**src/rtl/fb_scanout.sv**
```systemverilog
// Raster-order frame-buffer reader emitting a tagged RGB pixel stream, one frame per start pulse.
// Latency: first pixel valid 3 cycles after start is sampled; 1 pixel/cycle sustained.
// Backpressure: 2-entry output buffer, reads throttled so buffer + in-flight never exceeds 2.
module fb_scanout #(
    parameter int H_RES  = 320,
    parameter int V_RES  = 240,
    parameter int ADDR_W = 17,
    parameter int DATA_W = 24
) (
    input  logic              clk,
    input  logic              rst_n,
    input  logic              start,
    output logic              done,
    output logic              fb_re,
    output logic [ADDR_W-1:0] fb_addr,
    input  logic [DATA_W-1:0] fb_rdata,
    output logic              pix_valid,
    input  logic              pix_ready,
    output logic [DATA_W-1:0] pix_data,
    output logic              pix_sof,
    output logic              pix_eol,
    output logic              pix_eof
);

    localparam int COL_W = (H_RES > 1) ? $clog2(H_RES) : 1;
    localparam int ROW_W = (V_RES > 1) ? $clog2(V_RES) : 1;
    localparam logic [ADDR_W-1:0] LAST_ADDR = ADDR_W'(H_RES * V_RES - 1);
    localparam logic [COL_W-1:0]  LAST_COL  = COL_W'(H_RES - 1);
    localparam logic [ROW_W-1:0]  LAST_ROW  = ROW_W'(V_RES - 1);

    typedef enum logic [1:0] {IDLE, RUN, DRAIN} state_t;

    typedef struct packed {
        logic [DATA_W-1:0] data;
        logic              sof;
        logic              eol;
        logic              eof;
    } pix_t;

    state_t            state, state_nxt;
    logic [COL_W-1:0]  col;
    logic [ROW_W-1:0]  row;
    logic              inflight;
    logic [2:0]        inflight_tags;
    pix_t              head, skid, new_pix;
    logic              skid_vld;
    logic              accept;
    logic [1:0]        occ_sum;
    logic              room;
    logic              iss_sof, iss_eol, iss_eof;

    assign accept  = pix_valid & pix_ready;
    // A pixel leaving this cycle frees its slot for a read issued in the same cycle.
    assign occ_sum = 2'(pix_valid) + 2'(skid_vld) + 2'(inflight);
    assign room    = occ_sum < (2'd2 + 2'(accept));

    assign iss_sof = (fb_addr == '0);
    assign iss_eol = (col == LAST_COL);
    assign iss_eof = iss_eol && (row == LAST_ROW);

    assign done      = (state == IDLE);
    assign pix_data  = head.data;
    assign pix_sof   = head.sof;
    assign pix_eol   = head.eol;
    assign pix_eof   = head.eof;
    assign new_pix   = '{data: fb_rdata, sof: inflight_tags[2], eol: inflight_tags[1], eof: inflight_tags[0]};

    always_comb begin
        state_nxt = state;
        fb_re     = 1'b0;
        case (state)
            IDLE: if (start) state_nxt = RUN;
            RUN: begin
                fb_re = room;
                if (room && fb_addr == LAST_ADDR) state_nxt = DRAIN;
            end
            DRAIN: if (accept && head.eof) state_nxt = IDLE;
            default: state_nxt = IDLE;
        endcase
    end

    always_ff @(posedge clk or negedge rst_n) begin
        if (!rst_n) begin
            state         <= IDLE;
            fb_addr       <= '0;
            col           <= '0;
            row           <= '0;
            inflight      <= 1'b0;
            inflight_tags <= '0;
        end else begin
            state    <= state_nxt;
            inflight <= fb_re;
            if (fb_re) begin
                inflight_tags <= {iss_sof, iss_eol, iss_eof};
                fb_addr       <= (fb_addr == LAST_ADDR) ? '0 : fb_addr + 1'b1;
                col           <= iss_eol ? '0 : col + 1'b1;
                if (iss_eol) row <= (row == LAST_ROW) ? '0 : row + 1'b1;
            end
        end
    end

    // Head register drives the outputs; skid holds the second pixel while the head is stalled.
    always_ff @(posedge clk or negedge rst_n) begin
        if (!rst_n) begin
            head      <= '0;
            skid      <= '0;
            pix_valid <= 1'b0;
            skid_vld  <= 1'b0;
        end else begin
            case ({inflight, accept})
                2'b10: begin
                    if (!pix_valid) begin
                        head      <= new_pix;
                        pix_valid <= 1'b1;
                    end else begin
                        skid     <= new_pix;
                        skid_vld <= 1'b1;
                    end
                end
                2'b01: begin
                    if (skid_vld) begin
                        head     <= skid;
                        skid_vld <= 1'b0;
                    end else begin
                        pix_valid <= 1'b0;
                    end
                end
                2'b11: begin
                    if (skid_vld) begin
                        head <= skid;
                        skid <= new_pix;
                    end else begin
                        head <= new_pix;
                    end
                end
                default: ;
            endcase
        end
    end

endmodule

```
**config.mk**
```make
export PLATFORM = sky130hd
export DESIGN_NAME = fb_scanout
export DESIGN_NICKNAME = d
export VERILOG_FILES = /design/src/rtl/fb_scanout.sv
export SDC_FILE = /design/constraint.sdc
export NUM_CORES = 1
export LEC_CHECK = 0
export ABC_CLOCK_PERIOD_IN_PS = 2700
export CAP_MARGIN = 20
export CORE_MARGIN = 2
export CORE_UTILIZATION = 55
export CTS_BUF_LIST = sky130_fd_sc_hd__clkbuf_8
export DETAILED_ROUTE_END_ITERATION = 8
export HOLD_SLACK_MARGIN = 0.08
export PLACE_DENSITY = 0.91
export SLEW_MARGIN = 20
export SYNTH_ARGS = -nofsm -noshare
export SYNTH_HDL_FRONTEND = slang
export SYNTH_SLANG_ARGS = --single-unit
```
**constraint.sdc**
```tcl
create_clock -name clk -period 2.7 [get_ports clk]
set_input_delay 0.405 -clock clk [delete_from_list [all_inputs] [get_ports clk]]
set_output_delay 0.405 -clock clk [all_outputs]
set_load 0.01 [all_outputs]
```
# ---- Word-level counts from Yosys, hierarchy flattened
# Index checks and enable logic that the tools add are counted.
dict set report totals {
  in_bits 28
  output_inout_bits 47
  wordCells 73
  ff_bits 96
}
dict set report op_classes {
  addsub 6
  n_mux 19
  bitwise_logic 1
  n_reduce_logical 14
  magnitude_cmp 1
  eq_ne 16
}
# cell count
set ops {}
lappend ops {{$mux 27} 5}
lappend ops {{$pmux 27 s3} 1}
lappend ops {{$pmux 27 s2} 1}
lappend ops {{$add 17x1->17 const B} 1}
lappend ops {{$eq 17x17->1 const B} 1}
lappend ops {{$logic_not 17->1} 1}
lappend ops {{$mux 17} 1}
lappend ops {{$ne 2x2->1 const B} 8}
lappend ops {{$add 9x1->9 const B} 1}
lappend ops {{$eq 9x9->1 const B} 1}
lappend ops {{$mux 9} 1}
lappend ops {{$reduce_and 3->1} 3}
lappend ops {{$add 8x1->8 const B} 1}
lappend ops {{$eq 8x8->1 const B} 1}
lappend ops {{$mux 8} 1}
lappend ops {{$eq 2x2->1 const B} 3}
lappend ops {{$mux 2} 3}
lappend ops {{$pmux 2 s3} 1}
lappend ops {{$reduce_and 2->1} 3}
lappend ops {{$eq 2x1->1 const B} 2}
lappend ops {{$pmux 1 s2} 2}
lappend ops {{$reduce_bool 2->1} 2}
lappend ops {{$logic_and 1x1->1} 3}
lappend ops {{$mux 1} 3}
lappend ops {{7 further kinds} 7}

# ---- Depth between registers and ports, before layout
dict set report depth {
  depth_word 6
  mapped_depth 7
  ltp_nobuf 6
}

# ---- Worst setup path after synthesis
# No wires, ideal clock.
dict set report synth_path {
  path_kind {register -> register}
  start {register pix_valid}
  end {register fb_addr[13]}
  arrival_ps 2181
  period_less_slack_ps 2258
  slack_ps 442
  setup_time_ps 77
  stages_incl_launch_ff 6
  required_ps 2623
  n_path_buf 0
  cell_sequence {dfrtp_1 > fa_1 > nand3b_4 > a2111o_1 > or4_1 > a21oi_1}
}
dict set report synth_between {
  elab_chain_len 4
  word_cells_on_any_way 6
  cone_classes {add/sub (3); order compare (1); mux (1); bitwise (1)}
}
# element line_no
set synth_rtl {}
lappend synth_rtl {{from (decl)} 17} ;# output logic pix_valid,
lappend synth_rtl {{from (signal assigned)} 107} ;# pix_valid <= 1'b0;
lappend synth_rtl {{from (signal assigned)} 114} ;# pix_valid <= 1'b1;
lappend synth_rtl {{from (signal assigned)} 125} ;# pix_valid <= 1'b0;
lappend synth_rtl {{$add 1x1->2 / $and 1x1->1 (equally long branches)} {54, 52}}
lappend synth_rtl {{$add 2x1->2 (on tied branches)} {54, 55}}
lappend synth_rtl {{$lt 2x2->1 (*)} 55} ;# assign room = occ_sum < (2'd2 + 2'(accept));
lappend synth_rtl {{$mux 1 (*)} 71} ;# case (state)
lappend synth_rtl {{to (signal assigned)} 95} ;# fb_addr <= (fb_addr == LAST_ADDR) ? '0 : fb_addr + 1'b1;
lappend synth_rtl {{to (decl)} 15} ;# output logic [ADDR_W-1:0] fb_addr,
# Every way passes the cells marked *; elsewhere a longest branch is shown, timed or not.
# A chain may end at the register's enable or synchronous reset.

# ---- Worst setup path in the final report
dict set report layout_path {
  start {register pix_valid}
  end {output port fb_re}
}
dict set report layout_between {
  elab_chain_len 4
  word_cells_on_any_way 6
  cone_classes {add/sub (3); order compare (1); mux (1); bitwise (1)}
}
# element line_no
set layout_rtl {}
lappend layout_rtl {{$add 1x1->2 / $and 1x1->1 (equally long branches)} {54, 52}}
lappend layout_rtl {{$add 2x1->2 (on tied branches)} {54, 55}}
lappend layout_rtl {{$lt 2x2->1 (*)} 55}
lappend layout_rtl {{$mux 1 (*)} 71}
lappend layout_rtl {{to (decl)} 14} ;# output logic fb_re,
# Marks and branches as above.

==> results by stage <==
Route:
- The number of DRC violations after detailed-routing iteration 0 is 187.
- The vias after detailed routing is 3415.
- For this run, design rule violations remaining after detail routing come to 0.
- The final routed wirelength across all metal layers is 9880 um.
- The wire length per cell is 16.9 um.
- Using the TritonRoute via totals, the vias-per-cell ratio works out to 5.85.
- The total iterations of the first detailed-routing run is 4.
- The final antenna-violating net count is 0.

Layout:
- The number of standard cells in the layout, taps in and fillers out is 584.
- After filler insertion, the fill cell instance count of the layout stands at 521.
- The share of the core filled with cells in the final layout is 71.9%.
- The area growth from synthesis to layout is 25.9%.
- The final layout contains 511 nets.
- The ratio of cells with drive above 1 in the final layout is 14.1%.
- The number of antenna cells inserted is 0.

Synthesis:
- Sequential elements use 54.2% of the synthesized area.
- The commonest cells after synthesis are 96 x sky130_fd_sc_hd__dfrtp_1, 38 x sky130_fd_sc_hd__nor2_1, 37 x sky130_fd_sc_hd__a21oi_1.
- The total nets after synthesis is 430.
- The number of synthesis warnings is 0.
- The post-synthesis cell type count is 49.
- The top-area cell type share of the netlist area is 54.2%.
- sky130_fd_sc_hd__dfrtp_1 is the most common cell in the netlist.
- The synthesized instance count is 396.
- The synthesized design spends more area on one cell type than any other, namely sky130_fd_sc_hd__dfrtp_1.
- The number of enable flip-flop cells after synthesis is 0.
- In this run, synthesis produced a sequential element count of 96.
- Sorting the synthesized cells by area gives the leading types as sky130_fd_sc_hd__dfrtp_1 54%, sky130_fd_sc_hd__mux2_2 7.1%, sky130_fd_sc_hd__mux2i_1 6.3%.
- Summing every instance area after synthesis gives 4440 sq um.
- The most instantiated flip-flop cell in the synthesis netlist is sky130_fd_sc_hd__dfrtp_1.
- In the synthesized netlist the async set-or-reset flop fraction comes to 100%.
- Averaged over all synthesized cells, the footprint is 11.2 sq um.

Floorplanning:
- During I/O placement, the number of pins put on the boundary was 75.
- The initialized floorplan defines 32 standard-cell rows.
- The floorplan step set the die width to 93.8 um.
- The die area is 8800 sq um.
- The initial core utilization is 57.1%.
- The core region is 7770 sq um.
- The floorplan die height is 93.8 um.

CTS:
- The later-pin clock latency in the skew report is 360 ps.
- After clock tree synthesis, the clock-pin slew on the worst setup and hold paths is 100 ps.
- In this run the clock root is driven by a sky130_fd_sc_hd__clkbuf_8.
- TritonCTS built the clock tree.
- The total CTS buffers is 9.
- The number of hold buffers added after CTS was 0.
- The H-tree generated during clock tree synthesis spans 3 levels.
- The longest clock path from root to sink contains 2 buffers.
- The tree built by TritonCTS fans out to 96 sinks.

Power and ir drop:
- The completed layout was analyzed and its total power is 6.08 mW.
- Power spread over the standard cell area amounts to 1090 nW/um^2.
- The largest voltage drop on the vdd net is 0.946 mV.
- Summed over all cells, the static leakage comes to 2.34 nW.

Worst setup path:
- The kind of cell with the highest combined delay along the critical path is buffers and inverters.
- The delay of the slowest cell on the worst path is 530 ps.
- STA classifies the critical path startpoint as a register.
- Counting cells, the worst reg-to-reg path comes to 6.
- The required time at the endpoint of the critical path is 2300 ps.
- The count of buffering cells on the critical path with inverters included is 2.
- The signal on the critical path passes through fa_1, nand3b_4, a21o_1, clkinv_1, clkdlybuf4s50_1.
- Along the worst path, the maximum fanout reaches 2.
- The worst setup path is captured at an output port.
- The critical path crosses 5 cells after its start point.
- For the worst setup path, the data arrival time is 2220 ps.
- The kind of critical path is register to output port.
- The largest individual stage delay along the critical path comes from the cell sky130_fd_sc_hd__clkdlybuf4s50_1.

STA:
- Of the available clock period, the critical path in the final layout requires 97.3%.
- Setup repair after global routing left no endpoint under its margin.
- The total of endpoints with negative setup slack in the final report is 0.
- Derived from the worst setup path, the maximum achievable clock frequency is 381 MHz.
- The worst slew margin relative to its limit is 50.1%.
- The smallest clock period supported by the final layout is computed as 2630 ps.
- The post-route setup TNS is 0 ps.
- The final hold violation count is 0.
- The count of final max-slew check failures is 0.
- At the pin with the least slew margin, the transition time is 749 ps.
- The smallest setup slack after layout is 73.5 ps.
- The clock skew after layout is 10.7 ps.

Hold path:
- The path class of the lowest-slack min-delay path is input port to asynchronous set/reset pin.

Place:
- At the end of routability-driven placement, the weighted congestion stood at 0.820.
- The half-perimeter wire length of the detailed placement result is 6870 um.
- Timing analysis after detailed placement gives a worst setup slack of 275 ps.
- Counting tap cells, the placed design contains a total of 566 instances.
- The quantity of I/O buffers inserted on ports is 74.

Global route:
- The number of global-route vias before repair is 3453.
- The remaining global-route overflow is 0.
- The first global-routing pass estimated 16700 um of wire.
- The initial antenna violation count is 0.
- The global routing usage summed across all routing layers is 24.1%.
- The pin count of the biggest net entering global routing is 59.

Status:
- The run finished with clean final reports.

Flow run:
- The tool flagged a number of max-cap violations equal to 0.
[flip-flops by register name, indices dropped and copies added (netlist names), 2 cells and up]
register	flops
skid	27
col	9
inflight_tags	3
pix_data	24
fb_addr	17
state	2
row	8
[final timing paths]
| path | startpoint | slack (ps) | end |
|---|---|---|---|
| hold / removal | rst_n | 110 | pix_data[3] |
| setup reg to reg | pix_valid | 250 | fb_addr[13] |
| max in group asynchronous | rst_n | 1920 | row[6] |
| hold reg to reg | state[1] | 490 | state[0] |
| min in group clk | state[1] | 490 | state[0] |
| setup / recovery | pix_valid | 70 | fb_re |
[power breakdown]
| part | internal, mW | switching, mW |
|---|---|---|
| sequential | 1.97 | 0.365 |
| combinational | 1.37 | 1.39 |
| clock | 0.451 | 0.538 |
[layout make-up]
cell class | count | area (sq um) | share of cell area (%)
Inverter | 12 | 45.0 | 0.806
Timing Repair Buffer | 86 | 853 | 15.3
Multi-Input combinational cell | 272 | 1940 | 34.8
Clock inverter | 7 | 88.8 | 1.59
Sequential cell | 96 | 2400 | 43.0
Tap cell | 102 | 128 | 2.28
Clock buffer | 9 | 124 | 2.22
[cells by family (layout without fill, tap and decap cells)]
group | after synthesis | after routing | share of synthesized area, %
AO/OA/AOI/OAI | 83 | 83 | 11.9
XOR/XNOR | 14 | 14 | 2.76
adder cells (fa/ha/maj) | 6 | 6 | 1.86
buffers and inverters | 28 | 114 | 2.62
flip-flops | 96 | 96 | 54.2
multiplexers | 56 | 56 | 13.4
AND/OR/NAND/NOR | 113 | 113 | 13.3
[stage by stage]
step / instance area (sq um) / hold slack, ps
after global placement: 5360 / 468
after detailed placement: 5360 / 480
after global routing: 5590 / 160
after CTS: 5590 / 113
final: 5590 / 105
after floorplan: 4440 / 109
[worst register-to-register path: cells and delay by family, from the launching register on]
| family | cells | cell delay (ps) |
|---|---|---|
| AOI/OAI and AO/OA | 2 | 650 |
| adders and majority gates | 1 | 480 |
| buffers and inverters | 1 | 180 |
| DFF | 1 | 410 |
| and+or+nand+nor | 2 | 670 |
[layer usage]
layer  vias to the layer above  track usage [%]  wire [um]
li1                       1606                -          -
met1                      1689             32.1       4260
met2                       116             40.9       5040
met3                         4             4.57        546
met4                         0             5.80         30
met5                         -                0          0
[cells in the final DEF (no fill, tap or decap), types with 2 or more instances in the layout]
master,Yosys,layout
sky130_fd_sc_hd__dfrtp_1,96,95
sky130_fd_sc_hd__clkdlybuf4s50_1,0,73
sky130_fd_sc_hd__nor2_1,38,38
sky130_fd_sc_hd__a21oi_1,37,35
sky130_fd_sc_hd__mux2i_1,28,28
sky130_fd_sc_hd__mux2_2,28,28
sky130_fd_sc_hd__nand2_1,19,19
sky130_fd_sc_hd__nand3_1,16,16
sky130_fd_sc_hd__o21ai_0,13,13
sky130_fd_sc_hd__xnor2_1,12,12
sky130_fd_sc_hd__inv_1,11,11
sky130_fd_sc_hd__buf_4,1,11
sky130_fd_sc_hd__clkbuf_8,0,9
sky130_fd_sc_hd__nand4_1,5,5
sky130_fd_sc_hd__nor4_1,5,5
sky130_fd_sc_hd__ha_1,5,5
sky130_fd_sc_hd__nand2b_1,4,4
sky130_fd_sc_hd__and3_1,4,4
sky130_fd_sc_hd__or3_1,4,4
sky130_fd_sc_hd__nor3_1,4,4
sky130_fd_sc_hd__a211oi_1,4,4
sky130_fd_sc_hd__o31ai_1,4,4
sky130_fd_sc_hd__a21o_1,3,3
sky130_fd_sc_hd__or4_1,3,3
sky130_fd_sc_hd__a31oi_1,3,3
sky130_fd_sc_hd__o211ai_1,3,3
sky130_fd_sc_hd__a22o_1,3,3
sky130_fd_sc_hd__inv_8,0,3
sky130_fd_sc_hd__o311ai_0,2,2
sky130_fd_sc_hd__a2111oi_2,2,2
sky130_fd_sc_hd__xor2_1,2,2
sky130_fd_sc_hd__a41oi_1,2,2
sky130_fd_sc_hd__a21oi_4,0,2
sky130_fd_sc_hd__a31o_2,2,2
sky130_fd_sc_hd__nor2b_1,2,2
sky130_fd_sc_hd__clkinv_4,0,2
sky130_fd_sc_hd__buf_12,0,2
[repair_timing]
| action | 4_1_cts | 5_1_grt |
|---|---|---|
| buffers inserted | 2 | 0 |
| setup endpoints to repair | 1 | 0 |
| gates resized for setup | 1 | 0 |
No activity file was read; power rests on OpenSTA's default activity.
